$ cat src/rtl/dmem_pkg.sv
// Shared types and constants for the MEM-stage data memory responder:
// func3 access encodings, MMIO register offsets and the error counter width.
package dmem_pkg;

    typedef enum logic [2:0] {
        F3_B  = 3'b000,
        F3_H  = 3'b001,
        F3_W  = 3'b010,
        F3_BU = 3'b100,
        F3_HU = 3'b101
    } func3_e;

    // Byte offsets of the MMIO registers inside the 16-byte window
    localparam logic [3:0] OFF_CYCLE  = 4'h0;
    localparam logic [3:0] OFF_GPIO   = 4'h4;
    localparam logic [3:0] OFF_ERRCNT = 4'h8;
    localparam logic [3:0] OFF_ERRCLR = 4'hC;

    localparam int ERRCNT_W = 16;

endpackage

$ cat src/rtl/dmem_lane_align.sv
// Combinational lane steering for byte/half/word accesses: byte enables and
// replicated store data on the write side, extraction and extension on the read side.
module dmem_lane_align
    import dmem_pkg::*;
(
    input  logic [2:0]  i_func3,
    input  logic [1:0]  i_addr_lo,
    input  logic [31:0] i_raw,
    input  logic [31:0] i_wdata,
    output logic [3:0]  o_be,
    output logic [31:0] o_wdata_lanes,
    output logic [31:0] o_load,
    output logic        o_align_err,
    output logic        o_illegal_f3
);

    logic [7:0]  w_byte;
    logic [15:0] w_half;

    assign w_byte = i_raw[{i_addr_lo, 3'b000} +: 8];
    assign w_half = i_addr_lo[1] ? i_raw[31:16] : i_raw[15:0];

    // NOTE: every output gets a default first so no path through the case infers a latch.
    always_comb begin
        o_be          = 4'b0000;
        o_wdata_lanes = i_wdata;
        o_load        = 32'h0;
        o_align_err   = 1'b0;
        o_illegal_f3  = 1'b0;
        case (i_func3)
            F3_B, F3_BU: begin
                o_be          = 4'b0001 << i_addr_lo;
                o_wdata_lanes = {4{i_wdata[7:0]}};
                o_load        = (i_func3 == F3_B) ? {{24{w_byte[7]}}, w_byte}
                                                  : {24'h0, w_byte};
            end
            F3_H, F3_HU: begin
                o_align_err   = i_addr_lo[0];
                o_be          = i_addr_lo[1] ? 4'b1100 : 4'b0011;
                o_wdata_lanes = {2{i_wdata[15:0]}};
                o_load        = (i_func3 == F3_H) ? {{16{w_half[15]}}, w_half}
                                                  : {16'h0, w_half};
            end
            F3_W: begin
                o_align_err   = (i_addr_lo != 2'b00);
                o_be          = 4'b1111;
                o_wdata_lanes = i_wdata;
                o_load        = i_raw;
            end
            default: begin
                o_illegal_f3 = 1'b1;
            end
        endcase
    end

endmodule

$ cat src/rtl/dmem_responder.sv
// Data memory responder: little-endian byte-addressable RAM plus an MMIO window
// holding a cycle counter, a GPIO output register and the error flag/counter.
module dmem_responder
    import dmem_pkg::*;
#(
    parameter int                    DM_ADDRESS = 9,
    parameter int                    DATA_W     = 32,
    parameter logic [DM_ADDRESS-1:0] MMIO_BASE  = 9'h1F0
) (
    input  logic                  clk,
    input  logic                  reset,
    input  logic                  wr,
    input  logic                  reade,
    input  logic [DM_ADDRESS-1:0] addr,
    input  logic [DATA_W-1:0]     wr_data,
    input  logic [2:0]            func3,
    output logic [DATA_W-1:0]     rd_data,
    output logic [DATA_W-1:0]     gpio_out,
    output logic                  misalign_err,
    output logic [ERRCNT_W-1:0]   err_count
);

    localparam int WORDS = 2 ** (DM_ADDRESS - 2);

    logic [DATA_W-1:0]   r_mem [WORDS];
    logic [DATA_W-1:0]   r_cycle;
    logic [DATA_W-1:0]   r_gpio;
    logic                r_err_flag;
    logic [ERRCNT_W-1:0] r_err_count;

    logic [DM_ADDRESS-3:0] w_word_idx;
    logic                  w_is_mmio;
    logic [3:0]            w_off;
    logic [DATA_W-1:0]     w_mmio_word;
    logic [DATA_W-1:0]     w_raw;
    logic [3:0]            w_be;
    logic [DATA_W-1:0]     w_lanes;
    logic [DATA_W-1:0]     w_load;
    logic                  w_align_err;
    logic                  w_illegal_f3;
    logic                  w_req;
    logic                  w_err;
    logic                  w_store_ok;
    logic                  w_clr_req;

    assign w_word_idx = addr[DM_ADDRESS-1:2];
    assign w_is_mmio  = (addr[DM_ADDRESS-1:4] == MMIO_BASE[DM_ADDRESS-1:4]);
    assign w_off      = {addr[3:2], 2'b00};

    always_comb begin
        w_mmio_word = '0;
        case (w_off)
            OFF_CYCLE:  w_mmio_word = r_cycle;
            OFF_GPIO:   w_mmio_word = r_gpio;
            OFF_ERRCNT: w_mmio_word = {{(DATA_W-ERRCNT_W){1'b0}}, r_err_count};
            OFF_ERRCLR: w_mmio_word = {{(DATA_W-1){1'b0}}, r_err_flag};
            default:    w_mmio_word = '0;
        endcase
    end

    assign w_raw = w_is_mmio ? w_mmio_word : r_mem[w_word_idx];

    dmem_lane_align u_lane_align (
        .i_func3       (func3),
        .i_addr_lo     (addr[1:0]),
        .i_raw         (w_raw),
        .i_wdata       (wr_data),
        .o_be          (w_be),
        .o_wdata_lanes (w_lanes),
        .o_load        (w_load),
        .o_align_err   (w_align_err),
        .o_illegal_f3  (w_illegal_f3)
    );

    // Unsigned-load encodings have no store counterpart, so SBU/SHU count as illegal.
    assign w_req      = wr | reade;
    assign w_err      = w_req & (w_align_err | w_illegal_f3 | (wr & reade) |
                                 (wr & ((func3 == F3_BU) | (func3 == F3_HU))));
    assign w_store_ok = wr & ~reade & ~w_err & ~reset;
    assign w_clr_req  = wr & w_is_mmio & (w_off == OFF_ERRCLR);

    assign rd_data = (reade & ~w_err & ~reset) ? w_load : '0;

    // NOTE: the RAM array has no reset; contents survive reset and need no clearing logic.
    always_ff @(posedge clk) begin
        if (w_store_ok && !w_is_mmio) begin
            for (int i = 0; i < 4; i++) begin
                if (w_be[i]) r_mem[w_word_idx][8*i +: 8] <= w_lanes[8*i +: 8];
            end
        end
    end

    // NOTE: sequential state uses non-blocking assignments so every register samples pre-edge values.
    always_ff @(posedge clk) begin
        if (reset) begin
            r_cycle <= '0;
            r_gpio  <= '0;
        end else begin
            r_cycle <= r_cycle + DATA_W'(1);
            if (w_store_ok && w_is_mmio && (w_off == OFF_GPIO)) begin
                for (int i = 0; i < 4; i++) begin
                    if (w_be[i]) r_gpio[8*i +: 8] <= w_lanes[8*i +: 8];
                end
            end
        end
    end

    // A new error outranks a simultaneous clear, including an erroring write to ERRCLR.
    always_ff @(posedge clk) begin
        if (reset) begin
            r_err_flag  <= 1'b0;
            r_err_count <= '0;
        end else if (w_err) begin
            r_err_flag <= 1'b1;
            if (w_clr_req)
                r_err_count <= ERRCNT_W'(1);
            else if (r_err_count != {ERRCNT_W{1'b1}})
                r_err_count <= r_err_count + ERRCNT_W'(1);
        end else if (w_clr_req) begin
            r_err_flag  <= 1'b0;
            r_err_count <= '0;
        end
    end

    assign gpio_out     = r_gpio;
    assign misalign_err = r_err_flag;
    assign err_count    = r_err_count;

endmodule
$ cat config.mk
export PLATFORM = sky130hd
export DESIGN_NAME = dmem_responder
export DESIGN_NICKNAME = d
export VERILOG_FILES = /design/src/rtl/dmem_pkg.sv /design/src/rtl/dmem_lane_align.sv /design/src/rtl/dmem_responder.sv
export SDC_FILE = /design/constraint.sdc
export NUM_CORES = 2
export LEC_CHECK = 0
export CORE_UTILIZATION = 35
export CTS_BUF_LIST = sky130_fd_sc_hd__clkbuf_4 sky130_fd_sc_hd__clkbuf_8
export CTS_CLUSTER_DIAMETER = 120
export DETAILED_ROUTE_END_ITERATION = 8
export PLACE_DENSITY = 0.46
export SETUP_SLACK_MARGIN = 0.3
export SLEW_MARGIN = 5
export SYNTH_ARGS = -nofsm -noshare
export SYNTH_HDL_FRONTEND = slang
export SYNTH_SLANG_ARGS = --single-unit
$ cat constraint.sdc
create_clock -name clk -period 18 [get_ports clk]
set_input_delay 3.6 -clock clk [delete_from_list [all_inputs] [get_ports clk]]
set_output_delay 3.6 -clock clk [all_outputs]
set_load 0.02 [all_outputs]
==> metrics.md <==
| Metric | Value |
|---|---|
| Outcome | complete, but fails checks |
| Violated checks | design-rule violations, max-capacitance violations, max-slew violations |
| Synth Cell Area | ~160000 um^2 |
| Vias in the first global route | ~86000 |
| Drt pass-1 iters | 9 |
| CP endpoint kind | output port |
| Top cell type's share of synthesized area | about 75% |
| Vias | approximately 86000 |
| Peak VDD IR | roughly 0.076 mV |
| Core Region | ~460000 um^2 |
| Die Ht | between 600 and 700 um |
| DRC errors left | 430 |
| Seq/Total Area, Yosys | 76.2% |
| Post-synth EDFFs | about 4000 |
| Slew HR | -0.558% |
| Global Route Usage Sum | between 20 and 25% |
| Setup slack at placement | about 4.4 ns |
| Rows | about 250 |
| First-pass GRT wire length | 767000 um |
| Startpoint Class | input port |
| Layout cell share with drive strength beyond 1 | 29.3% |
| Final setup fails | 0 |
| RSZ-0062 raised after global routing | no |
| Synth Flop Type | edfxtp_1 |
| FMAX | around 0.073 GHz |
| Mapped Cells | around 7600 |
| Avg Synthesized Cell Area | 21.3 um^2 |
| Min-delay src | r_cycle[0] |
| Finished Cell Area | 186000 um^2 |
| CP max FO | 48 |
| Synth async-reset ratio | 0% |
| Count of buffers from port buffering | between 100 and 150 |
| Leakage power | approximately 57 nW |
| Dpl hpwl | 372000 um |
| Power Density | about 110 nW/um^2 |
| Clock buffer count from CTS | just under 700 |
| Number of vias per cell | ~5.6 |
| Worst Path Arrival | approximately 10 ns |
| Net count, final | 8422 |
| Drt wl/cell | 38.2 um |
| Hold_buf cts | 0 |
| Clock Latency Late Sink | between 1 and 1.5 ns |
| Cell Count, Final, Fillers Out | around 15000 |
| Post-DP Area | 172000 um^2 |
| Final Wtd Congestion | just over 0.9 |
| Gr ovfl total | 0 |
| PnR worst setup slack | 4.37 ns |
| Critical Path Start | addr[3] |
| Root Buffer | clkbuf_8 |
| Worst Reg2Reg Path Length in Cells | 8 |
| Largest net degree at the start of global routing | 111 |
| Die Area | 466000 um^2 |
| CTS max path bufs | 4 |
| Worst R2R Setup Slack | roughly 15 ns |
| Initial antenna violation count | 74 |
| Post-Route WL | slightly below 600000 um |
| Post-route minimum period | about 14 ns |
| Flop and latch count out of synthesis | roughly 4100 |
| Placed cells | around 14000 |
| R2r endpoint | r_cycle[31] |
| CP Class | input port to output port |
| Number of gates resized after CTS | 0 |
| Tcrit/Tclk final | 75.7% |
| Clock sink count | about 4100 |
| H-tree levels | 6 |
| Fin Setup TNS | 0 ns |
| Syn. warnings | 0 |
| Critical Path End | rd_data[21] |
| Fin. Hold Viols | 0 |
| Area grow syn2layout | 14.5% |
| Synth area leader | edfxtp_1 |
| Type of the most critical hold path | flop to flop |
| Ports | approximately 130 |
| CP required | between 10 and 15 ns |
| Least-Margin Pin Slew | 1.50 ns |
| Synth area leaders | edfxtp_1 (75%), mux4_2 (16%), nor2_1 (1.5%) |
| Worst Skew | 0.0342 ns |
| Max Cap Violations | 2 |
| Final Max Tran Viols | 4 |
| Worst R2R Start | r_cycle[4] |
| Post-layout util | 40.3% |
| Synth cell types | between 60 and 70 |
| 1st-iter DRT viols | ~11000 |
| ANT nets after route | 0 |
| Post-CTS setup buffers | 0 |
| Initial core utilization | around a third |
| Die Width | between 600 and 700 um |
| Worst-path clk slew | roughly 0.060 ns |
| CTS tree | built |
## kinds of logic (layout without fill, tap and decap cells)
group | Yosys count | in the layout | share of synthesized area (%)
AO/OA/AOI/OAI | 396 | 396 | 1.69
XOR/XNOR | 37 | 37 | 0.200
adder cells (fa/ha/maj) | 2 | 2 | 0.0154
buffers and inverters | 457 | 1675 | 1.38
flip-flops | 4141 | 4141 | 76.2
multiplexers | 1416 | 1416 | 17.5
other | 1 | 171 | 0.00231
AND/OR/NAND/NOR | 1174 | 1174 | 2.95
## critical path: stages
cell and delay, ns:
buf_8 0.40, buf_4 0.69, buf_4 0.62, o21ai_0 0.20, o221a_2 0.29, nor4_1 1.13
or3_1 0.39, o211ai_1 0.25, a41oi_2 1.21, buf_4 0.36, o22ai_1 0.11, clkdlybuf4s50_1 0.59
## per-layer routing
layer	vias to the layer above	wire [um]	global-route usage, %
met5	-	807	1.42
met4	45	33100	13.1
li1	33301	-	-
met2	4404	270000	38.1
met3	1168	51300	7.22
met1	46736	224000	30.8
## sequential cells by signal, indices dropped and copies added (netlist names)
signal,count
r_mem,4060
r_cycle,32
gpio_out,32
misalign_err,1
err_count,16
## placed cells by master, fill, tap and decap left out, types with 20 or more instances in the layout
cell,netlist,layout
a21oi_1,59,59
a22oi_1,49,49
a32oi_1,44,44
buf_4,70,271
clkbuf_4,0,272
clkbuf_8,0,706
clkdlybuf4s50_1,0,111
clkinv_1,1,176
clkinv_2,0,39
conb_1,1,92
dfxtp_1,81,81
diode_2,0,79
edfxtp_1,4060,4060
mux2_2,41,25
mux2i_1,240,240
mux4_2,1135,1135
nand2_1,332,324
nand3_1,59,59
nand4_1,20,20
nor2_1,657,626
nor2_2,0,26
o21ai_0,68,60
o22ai_1,43,43
xor2_1,28,28
## area by class of cell
cell class	count	area (um^2)
clock inverters	280	1730
fillers	41481	275000
diodes	79	198
repair buffers	406	3560
well taps	6149	7690
flip-flops and latches	4141	124000
inverters	11	56.3
multi-input cells	3117	37000
clock buffers	978	11800
## worst min path at each step
| stage | cells past startpoint | end | slack (ns) |
|---|---|---|---|
| 6_report | 1 | r_cycle[0] | 0.47 |
| 5_1_grt | 1 | r_cycle[0] | 0.49 |
| 4_1_cts | 1 | r_cycle[0] | 0.47 |
| 3_5_place_dp | 1 | r_cycle[0] | 0.45 |
| 3_3_place_gp | 1 | r_cycle[0] | 0.45 |
| 2_1_floorplan | 1 | r_cycle[0] | 0.43 |
## synthesized netlist by cell type (all sizes together), types with 6 or more instances
library cell / count
edfxtp: 4060
mux4: 1135
nor2: 657
nand2: 332
buf: 246
mux2i: 240
clkbuf: 200
dfxtp: 81
o21ai: 79
a21oi: 59
nand3: 59
a22oi: 49
a32oi: 44
o22ai: 43
mux2: 41
xor2: 28
nand4: 20
nor3: 19
and3: 18
nor2b: 16
o221ai: 14
and2: 13
nand2b: 13
or3: 13
a222oi: 10
a31oi: 10
inv: 10
a211oi: 9
a221oi: 9
o211ai: 9
xnor2: 9
nor4: 8
a22o: 7
a311oi: 6
o22a: 6
## where the power goes
part           leakage, nW  switching (mW)  internal [mW]
clock                 7.11            3.94           4.35
sequential            36.9         0.00649           10.7
combinational         13.1           0.821          0.364
## stage by stage
| stage | power [mW] | hold WS (ns) |
|---|---|---|
| floorplan | 11.5 | 0.427 |
| global placement | 12.1 | 0.446 |
| detailed placement | 12.1 | 0.453 |
| CTS | 20.3 | 0.468 |
| global route | 20.7 | 0.493 |
| finish | 20.2 | 0.469 |
Note: power is estimated with default switching activity, not from simulation.
